==> src/rtl/upower_decode_stage_pkg.sv <==
// ============================================================================
// upower_pkg : formats, opcode constants, decoded bundle, classifier helper
// Rev 1.0
// ============================================================================
`default_nettype none

package upower_pkg;

    typedef enum logic [2:0] {
        FMT_ILL = 3'd0,
        FMT_XO  = 3'd1,
        FMT_X   = 3'd2,
        FMT_B   = 3'd3,
        FMT_I   = 3'd4,
        FMT_D   = 3'd5,
        FMT_DS  = 3'd6
    } fmt_e;

    localparam logic [5:0] C_OP_XFAM = 6'd31;
    localparam logic [5:0] C_OP_B    = 6'd19;
    localparam logic [5:0] C_OP_I    = 6'd18;
    localparam logic [5:0] C_OP_DS0  = 6'd58;
    localparam logic [5:0] C_OP_DS1  = 6'd62;

    localparam logic [9:0] C_XOX_AND  = 10'd28;
    localparam logic [9:0] C_XOX_NAND = 10'd476;
    localparam logic [9:0] C_XOX_OR   = 10'd444;
    localparam logic [9:0] C_XOX_XOR  = 10'd316;
    localparam logic [9:0] C_XOX_EXTS = 10'd986;

    localparam logic [8:0] C_XOXO_ADD  = 9'd266;
    localparam logic [8:0] C_XOXO_SUBF = 9'd40;

    typedef struct packed {
        fmt_e        fmt;
        logic        illegal;
        logic [5:0]  opcode;
        logic [4:0]  rs;
        logic [4:0]  rt;
        logic [4:0]  bo;
        logic [4:0]  bi;
        logic [15:0] si;
        logic [13:0] ds;
        logic [9:0]  xox;
        logic [8:0]  xoxo;
        logic        aa;
        logic [1:0]  xods;
    } bundle_t;

    function automatic fmt_e classify(input logic [31:0] instr);
        logic [5:0] op;
        logic [9:0] xox;
        logic [8:0] xoxo;
        op   = instr[31:26];
        xox  = instr[10:1];
        xoxo = instr[9:1];
        if (op == C_OP_XFAM && (xox == C_XOX_AND || xox == C_XOX_NAND ||
                                xox == C_XOX_OR  || xox == C_XOX_XOR  ||
                                xox == C_XOX_EXTS))
            return FMT_X;
        if (op == C_OP_XFAM && (xoxo == C_XOXO_ADD || xoxo == C_XOXO_SUBF))
            return FMT_XO;
        if (op == C_OP_B)
            return FMT_B;
        if (op == C_OP_I)
            return FMT_I;
        case (op)
            6'd14, 6'd15, 6'd24, 6'd26, 6'd28, 6'd32, 6'd34,
            6'd36, 6'd37, 6'd38, 6'd40, 6'd42, 6'd44: return FMT_D;
            default: ;
        endcase
        if (op == C_OP_DS0 || op == C_OP_DS1)
            return FMT_DS;
        return FMT_ILL;
    endfunction

endpackage

`default_nettype wire

==> src/rtl/upower_decode_stage_if.sv <==
// ============================================================================
// upower_decode_stage_if : input handshake and decoded-bundle output bus
// Rev 1.0
// ============================================================================
`default_nettype none

interface upower_decode_stage_if
    import upower_pkg::*;
#(
    parameter int PC_W = 64
) ();
    logic            in_valid;
    logic            in_ready;
    logic [31:0]     in_instr;
    logic [PC_W-1:0] in_pc;
    logic            out_valid;
    logic            out_ready;
    fmt_e            out_fmt;
    logic            out_illegal;
    logic [PC_W-1:0] out_pc;
    logic [5:0]      out_opcode;
    logic [4:0]      out_rs;
    logic [4:0]      out_rt;
    logic [4:0]      out_bo;
    logic [4:0]      out_bi;
    logic [15:0]     out_si;
    logic [13:0]     out_ds;
    logic [9:0]      out_xox;
    logic [8:0]      out_xoxo;
    logic            out_aa;
    logic [1:0]      out_xods;

    // master: the decode stage itself
    modport master (
        input  in_valid, in_instr, in_pc, out_ready,
        output in_ready, out_valid, out_fmt, out_illegal, out_pc, out_opcode,
               out_rs, out_rt, out_bo, out_bi, out_si, out_ds, out_xox,
               out_xoxo, out_aa, out_xods
    );

    modport slave (
        output in_valid, in_instr, in_pc, out_ready,
        input  in_ready, out_valid, out_fmt, out_illegal, out_pc, out_opcode,
               out_rs, out_rt, out_bo, out_bi, out_si, out_ds, out_xox,
               out_xoxo, out_aa, out_xods
    );
endinterface

`default_nettype wire

==> src/rtl/upower_decode_stage_field_decode.sv <==
// ============================================================================
// upower_field_decode : combinational classifier and field gater
// Rev 1.0
// ============================================================================
`default_nettype none

module upower_field_decode
    import upower_pkg::*;
(
    input  wire logic [31:0] instr,
    output bundle_t          bundle
);

    fmt_e fmt;

    always_comb begin
        fmt            = classify(instr);
        bundle         = '0;
        bundle.fmt     = fmt;
        bundle.opcode  = instr[31:26];
        // Fields foreign to a format are forced to zero so the ALU can key off them
        case (fmt)
            FMT_X, FMT_XO, FMT_B, FMT_D, FMT_DS: begin
                bundle.rt   = instr[25:21];
                bundle.bo   = instr[25:21];
                bundle.rs   = instr[20:16];
                bundle.bi   = instr[20:16];
                bundle.aa   = instr[1];
                bundle.xods = instr[1:0];
            end
            default: ;
        endcase
        case (fmt)
            FMT_X:   bundle.xox  = instr[10:1];
            FMT_XO:  bundle.xoxo = instr[9:1];
            FMT_D:   bundle.si   = instr[15:0];
            FMT_DS:  bundle.ds   = instr[15:2];
            FMT_ILL: bundle.illegal = 1'b1;
            default: ;
        endcase
    end

endmodule

`default_nettype wire

==> src/rtl/upower_decode_stage.sv <==
// ============================================================================
// upower_decode_stage : registered decode stage with 2-entry skid buffer
// Rev 1.0
// ============================================================================
`default_nettype none

module upower_decode_stage
    import upower_pkg::*;
#(
    parameter int PC_W  = 64,
    parameter int CNT_W = 32
) (
    input  wire logic               clk,
    input  wire logic               rst_n,
    input  wire logic               flush,
    upower_decode_stage_if.master   bus,
    output logic [CNT_W-1:0]        dec_count,
    output logic [15:0]             ill_count
);

    bundle_t         dec_bundle;
    bundle_t         main_q, main_d, skid_q, skid_d;
    logic [PC_W-1:0] main_pc_q, main_pc_d, skid_pc_q, skid_pc_d;
    logic            main_valid_q, main_valid_d, skid_valid_q, skid_valid_d;
    logic            in_ready_q, in_ready_d;
    logic [CNT_W-1:0] dec_count_q, dec_count_d;
    logic [15:0]     ill_count_q, ill_count_d;
    logic            in_fire, out_fire;

    upower_field_decode u_field_decode (
        .instr  (bus.in_instr),
        .bundle (dec_bundle)
    );

    always_comb begin
        main_d       = main_q;
        main_pc_d    = main_pc_q;
        main_valid_d = main_valid_q;
        skid_d       = skid_q;
        skid_pc_d    = skid_pc_q;
        skid_valid_d = skid_valid_q;
        dec_count_d  = dec_count_q;
        ill_count_d  = ill_count_q;

        in_fire  = bus.in_valid & in_ready_q & ~flush;
        out_fire = main_valid_q & bus.out_ready;

        if (flush) begin
            main_valid_d = 1'b0;
            skid_valid_d = 1'b0;
        end else if (!main_valid_q || bus.out_ready) begin
            // in_ready_q is "skid empty", so a full skid never coincides with in_fire
            if (skid_valid_q) begin
                main_d       = skid_q;
                main_pc_d    = skid_pc_q;
                main_valid_d = 1'b1;
                skid_valid_d = 1'b0;
            end else if (in_fire) begin
                main_d       = dec_bundle;
                main_pc_d    = bus.in_pc;
                main_valid_d = 1'b1;
            end else begin
                main_valid_d = 1'b0;
            end
        end else if (in_fire) begin
            skid_d       = dec_bundle;
            skid_pc_d    = bus.in_pc;
            skid_valid_d = 1'b1;
        end

        in_ready_d = ~skid_valid_d;

        if (out_fire) begin
            dec_count_d = dec_count_q + 1'b1;
            if (main_q.illegal && ill_count_q != 16'hFFFF)
                ill_count_d = ill_count_q + 16'd1;
        end
    end

    always_ff @(posedge clk or negedge rst_n) begin
        if (!rst_n) begin
            main_q       <= '0;
            main_pc_q    <= '0;
            main_valid_q <= 1'b0;
            skid_q       <= '0;
            skid_pc_q    <= '0;
            skid_valid_q <= 1'b0;
            in_ready_q   <= 1'b1;
            dec_count_q  <= '0;
            ill_count_q  <= '0;
        end else begin
            main_q       <= main_d;
            main_pc_q    <= main_pc_d;
            main_valid_q <= main_valid_d;
            skid_q       <= skid_d;
            skid_pc_q    <= skid_pc_d;
            skid_valid_q <= skid_valid_d;
            in_ready_q   <= in_ready_d;
            dec_count_q  <= dec_count_d;
            ill_count_q  <= ill_count_d;
        end
    end

    assign bus.in_ready    = in_ready_q;
    assign bus.out_valid   = main_valid_q;
    assign bus.out_fmt     = main_q.fmt;
    assign bus.out_illegal = main_q.illegal;
    assign bus.out_pc      = main_pc_q;
    assign bus.out_opcode  = main_q.opcode;
    assign bus.out_rs      = main_q.rs;
    assign bus.out_rt      = main_q.rt;
    assign bus.out_bo      = main_q.bo;
    assign bus.out_bi      = main_q.bi;
    assign bus.out_si      = main_q.si;
    assign bus.out_ds      = main_q.ds;
    assign bus.out_xox     = main_q.xox;
    assign bus.out_xoxo    = main_q.xoxo;
    assign bus.out_aa      = main_q.aa;
    assign bus.out_xods    = main_q.xods;
    assign dec_count       = dec_count_q;
    assign ill_count       = ill_count_q;

endmodule

`default_nettype wire

==> src/flat_wrapper.sv <==
// flat-port wrapper written by rule: the top's interface ports become plain ports
module upower_decode_stage_flat import upower_pkg::*;
#(
    parameter int PC_W  = 64,
    parameter int CNT_W = 32
)
  (clk, rst_n, flush, dec_count, ill_count, bus_in_valid, bus_in_instr, bus_in_pc, bus_out_ready, bus_in_ready, bus_out_valid, bus_out_fmt, bus_out_illegal, bus_out_pc, bus_out_opcode, bus_out_rs, bus_out_rt, bus_out_bo, bus_out_bi, bus_out_si, bus_out_ds, bus_out_xox, bus_out_xoxo, bus_out_aa, bus_out_xods);
  upower_decode_stage_if #(.PC_W(PC_W)) bus_i ();
  input  wire logic clk;
  input  wire logic rst_n;
  input  wire logic flush;
  output logic [CNT_W-1:0] dec_count;
  output logic [15:0] ill_count;
  input wire logic [$bits(bus_i.in_valid)-1:0] bus_in_valid;
  input wire logic [$bits(bus_i.in_instr)-1:0] bus_in_instr;
  input wire logic [$bits(bus_i.in_pc)-1:0] bus_in_pc;
  input wire logic [$bits(bus_i.out_ready)-1:0] bus_out_ready;
  output wire logic [$bits(bus_i.in_ready)-1:0] bus_in_ready;
  output wire logic [$bits(bus_i.out_valid)-1:0] bus_out_valid;
  output wire logic [$bits(bus_i.out_fmt)-1:0] bus_out_fmt;
  output wire logic [$bits(bus_i.out_illegal)-1:0] bus_out_illegal;
  output wire logic [$bits(bus_i.out_pc)-1:0] bus_out_pc;
  output wire logic [$bits(bus_i.out_opcode)-1:0] bus_out_opcode;
  output wire logic [$bits(bus_i.out_rs)-1:0] bus_out_rs;
  output wire logic [$bits(bus_i.out_rt)-1:0] bus_out_rt;
  output wire logic [$bits(bus_i.out_bo)-1:0] bus_out_bo;
  output wire logic [$bits(bus_i.out_bi)-1:0] bus_out_bi;
  output wire logic [$bits(bus_i.out_si)-1:0] bus_out_si;
  output wire logic [$bits(bus_i.out_ds)-1:0] bus_out_ds;
  output wire logic [$bits(bus_i.out_xox)-1:0] bus_out_xox;
  output wire logic [$bits(bus_i.out_xoxo)-1:0] bus_out_xoxo;
  output wire logic [$bits(bus_i.out_aa)-1:0] bus_out_aa;
  output wire logic [$bits(bus_i.out_xods)-1:0] bus_out_xods;
  assign bus_i.in_valid = bus_in_valid;
  assign bus_i.in_instr = bus_in_instr;
  assign bus_i.in_pc = bus_in_pc;
  assign bus_i.out_ready = bus_out_ready;
  assign bus_in_ready = bus_i.in_ready;
  assign bus_out_valid = bus_i.out_valid;
  assign bus_out_fmt = bus_i.out_fmt;
  assign bus_out_illegal = bus_i.out_illegal;
  assign bus_out_pc = bus_i.out_pc;
  assign bus_out_opcode = bus_i.out_opcode;
  assign bus_out_rs = bus_i.out_rs;
  assign bus_out_rt = bus_i.out_rt;
  assign bus_out_bo = bus_i.out_bo;
  assign bus_out_bi = bus_i.out_bi;
  assign bus_out_si = bus_i.out_si;
  assign bus_out_ds = bus_i.out_ds;
  assign bus_out_xox = bus_i.out_xox;
  assign bus_out_xoxo = bus_i.out_xoxo;
  assign bus_out_aa = bus_i.out_aa;
  assign bus_out_xods = bus_i.out_xods;
  upower_decode_stage #(.PC_W(PC_W), .CNT_W(CNT_W)) u_core (.clk(clk), .rst_n(rst_n), .flush(flush), .bus(bus_i), .dec_count(dec_count), .ill_count(ill_count));
endmodule
==> config.mk <==
export PLATFORM = sky130hd
export DESIGN_NAME = upower_decode_stage_flat
export DESIGN_NICKNAME = d
export VERILOG_FILES = /design/src/rtl/upower_decode_stage_pkg.sv /design/src/rtl/upower_decode_stage_if.sv /design/src/rtl/upower_decode_stage_field_decode.sv /design/src/rtl/upower_decode_stage.sv /design/src/flat_wrapper.sv
export SDC_FILE = /design/constraint.sdc
export NUM_CORES = 1
export LEC_CHECK = 0
export CORE_UTILIZATION = 43
export DETAILED_ROUTE_END_ITERATION = 12
export DONT_BUFFER_PORTS = 1
export PLACE_DENSITY = 0.69
export SYNTH_ARGS = -nofsm -noshare
export SYNTH_HDL_FRONTEND = slang
export SYNTH_HIERARCHICAL = 1
export SYNTH_SLANG_ARGS = --single-unit
==> constraint.sdc <==
create_clock -name clk -period 3.1 [get_ports clk]
set_clock_uncertainty 0.1 [all_clocks]
set_input_delay 0.465 -clock clk [delete_from_list [all_inputs] [get_ports clk]]
set_output_delay 0.465 -clock clk [all_outputs]
set_load 0.1 [all_outputs]
==> run_results.csv <==
group,metric,value,unit
route,drt-vias-per-instance,5.31,
cts,ctsRootBufferMaster,"clkbuf_16",
cts,clk_pin_slew,60,ps
route,wl,35300,microns
placement,place_hpwl,22500,microns
setup_path,crit_fanout,46,
sta,fin_crit,2180,ps
setup_path,cp-end-kind,"flip-flop",
floorplanning,ios,297,
cts,cts_tree,"yes",
cts,clk_latency,550,ps
route,drt-initial-drc-count,399,
floorplanning,die_h,191,microns
grt,antenna_found_initial,7,
yosys,syn_area_per_cell,11.9,sq um
hold_path,hp-class,"input port to asynchronous set/reset pin",
power_and_ir_drop,p_leak,7.61,nW
cts,clk_path_buf_depth,3,
final_layout,final_core_util,0.517,
setup_path,crit_required,3430,ps
yosys,synth_ff_type,"dfrtp_1",
placement,port_buffers,0,
floorplanning,core_area,0.0348,sq mm
power_and_ir_drop,ir_worst_vdd,589,uV
yosys,yosysTopAreaCell,"dfrtp_1",
cts,cts_resized,0,
cts,cts_buffers,39,
placement,gp_congestion,0.804,
setup_path,path_class,"flip-flop to flip-flop",
final_layout,layout_common_cells,"341 x dfrtp_1, 155 x nor2_1, 150 x a21oi_1",
flow_run,cap_violations,0,
yosys,ys_seq_area_frac,0.560,
setup_path,crit_chain,"nand2_1 -> nor3_2 -> buf_12 -> mux2_2",
yosys,yosys.area_share.simple,0.106,
placement,place_ws,669,ps
route,ant_nets,0,
grt,first_global_vias,10144,
setup_path,slowest_stage,"nor3_2",
yosys,netlist_area,0.0153,sq mm
yosys,synth.distinct_cells,62,
grt,grt_overflow,0,
cts,clock-sinks,343,
yosys,synthCells,1288,
setup_path,startpoint_type,"flip-flop",
final_layout,drive_gt1_frac,0.217,
power_and_ir_drop,power,14.4,mW
power_and_ir_drop,cellPowerDensity,801,mW/mm^2
cts,cts_hold_buf,72,
floorplanning,start_util,0.441,
yosys,synth-compound-area-share,0.0640,
final_layout,syn2layout_area_growth,17.2,%
setup_path,r2r_setup_slack,920,ps
grt,grt_use_total,0.192,
sta,whs,-478,ps
yosys,synth_xor_area_frac,0.0263,
sta,slew_viol_final,0,
setup_path,cp.arrival,2510,ps
setup_path,crit_path_start,"u_core/bus.in_ready",
cts,h-tree-depth,2,
sta,hold_viol_final,343,
sta,fmax,459,MHz
route,dr.pass1.iters,5,
sta,grt_setup_unrepaired,"no",
sta,relSlewSlack,0.294,
route,vias,9901,
route,drc,0,
route,wl_per_cell,19.0,microns
final_layout,nets,1478,
yosys,synthAdderAreaFrac,0.00163,
yosys,synth_top_family_by_area,"multiplexers",
final_layout,final_common_cell,"dfrtp_1",
outcome,failed_checks,"hold timing",
yosys,yosysWarnings,6,
floorplanning,die-area,0.0364,sq mm
sta,setup_viol,0,
floorplanning,rows,68,
yosys,synth-edff-count,0,
floorplanning,fp.dieW,191,microns
yosys,ys_top_cells_by_area,"dfrtp_1 56%, mux2_2 10%, mux2i_1 9.5%",
setup_path,cp.buffers_inverters,1,
outcome,run_status,"finished with violations",
setup_path,slowest_delay,600,ps
setup_path,critical-path-top-delay-family,"simple AND/OR/NAND/NOR gates",
yosys,yosys_register_bits,343,
yosys,async_flop_share,1.00,
sta,tns,0,ps
grt,grt_pass1_wl,54900,microns
grt,grt_max_degree,344,
sta,tightestPinTransition,1060,ps
setup_path,reg2reg_from,"u_core/bus.in_ready",
yosys,yosys.area.top_type_share,0.558,
sta,fin_crit_sh,0.703,
cts,cts_setup_buffers,0,
yosys,synthMuxAreaShare,0.204,
sta,finalWorstSetupSlack,920,ps
## report_power, final
part           internal, mW  switching [mW]
clock network          2.63            1.84
logic                 0.712            1.02
registers              5.15            3.05
## Yosys cell counts (all sizes together), types with 2 or more instances
cell      n
a21boi   12
a21oi   152
and2     26
and3      5
and4      2
buf      83
clkbuf   15
dfrtp   342
ha        2
inv      10
mux2    148
mux2i   146
nand2    24
nand2b    4
nand3    18
nand4    22
nand4b    5
nor2    158
nor2b    19
nor3     19
nor3b     2
nor4     10
nor4b     2
o2111a    2
o21ai     3
or3       2
xnor2    28
xor2     18
## worst reg2reg max path, delay by kind of cell, from the launching register on
kind,cells,cell delay [ps]
flip-flops,1,540
buffers and inverters,1,340
AND/OR/NAND/NOR,2,660
multiplexers,1,440
## cell families after synthesis
logic type      count (synthesis)
compound gates                174
other cells                     1
simple gates                  320
flops                         343
xor+xnor                       46
mux                           294
buf+inv                       108
fa+ha+maj                       2
## through the flow
stage	instance area, sq um	hold slack (ps)	cells
final	18000	-478	1864
after global routing	18000	-507	1863
after floorplan	15400	69.4	1293
after global placement	16000	76.4	1717
after CTS	18000	-509	1859
after detailed placement	16000	76.1	1717
## metal layers
layer | share of wire | vias to the layer above | global-route usage | wire length [microns]
met5 | 0.00068 | - | 0 | 24
li1 | - | 4656 | - | -
met2 | 0.47 | 278 | 0.311 | 16800
met1 | 0.41 | 4898 | 0.233 | 14500
met4 | 0.029 | 4 | 0.0782 | 1020
met3 | 0.086 | 65 | 0.0664 | 3030
## path summary, 6_finish.rpt
check / to / cells after the start
setup / recovery: u_core/skid_pc_q[2] / 4
hold / removal: u_core/ill_count[9] / 0
setup reg to reg: u_core/skid_pc_q[2] / 4
hold reg to reg: u_core/skid_q[56] / 1
max in group asynchronous: u_core/skid_pc_q[8] / 0
min in group clk: u_core/bus.out_pc[63] / 2
## sequential cells by signal, summed over array words and instances, names as in the netlist, 3 cells and up
register and flops:
u_core/bus.out_bi 5, u_core/bus.out_bo 5, u_core/bus.out_ds 14, u_core/bus.out_fmt 3, u_core/bus.out_opcode 6, u_core/bus.out_pc 64
u_core/bus.out_rs 5, u_core/bus.out_rt 5, u_core/bus.out_si 16, u_core/bus.out_xox 10, u_core/bus.out_xoxo 9, u_core/dec_count 32
u_core/ill_count 16, u_core/skid_pc_q 64, u_core/skid_q 82
## layout make-up
type,instances,area (sq um)
multi-input cells,842,6210
well taps,455,569
repair buffers,139,1300
clock inverters,17,140
clock buffers,53,1120
flip-flops and latches,343,8590
diodes,5,12.5
inverters,10,37.5
fillers,3025,16800
No activity file was read; power rests on OpenSTA's default activity.
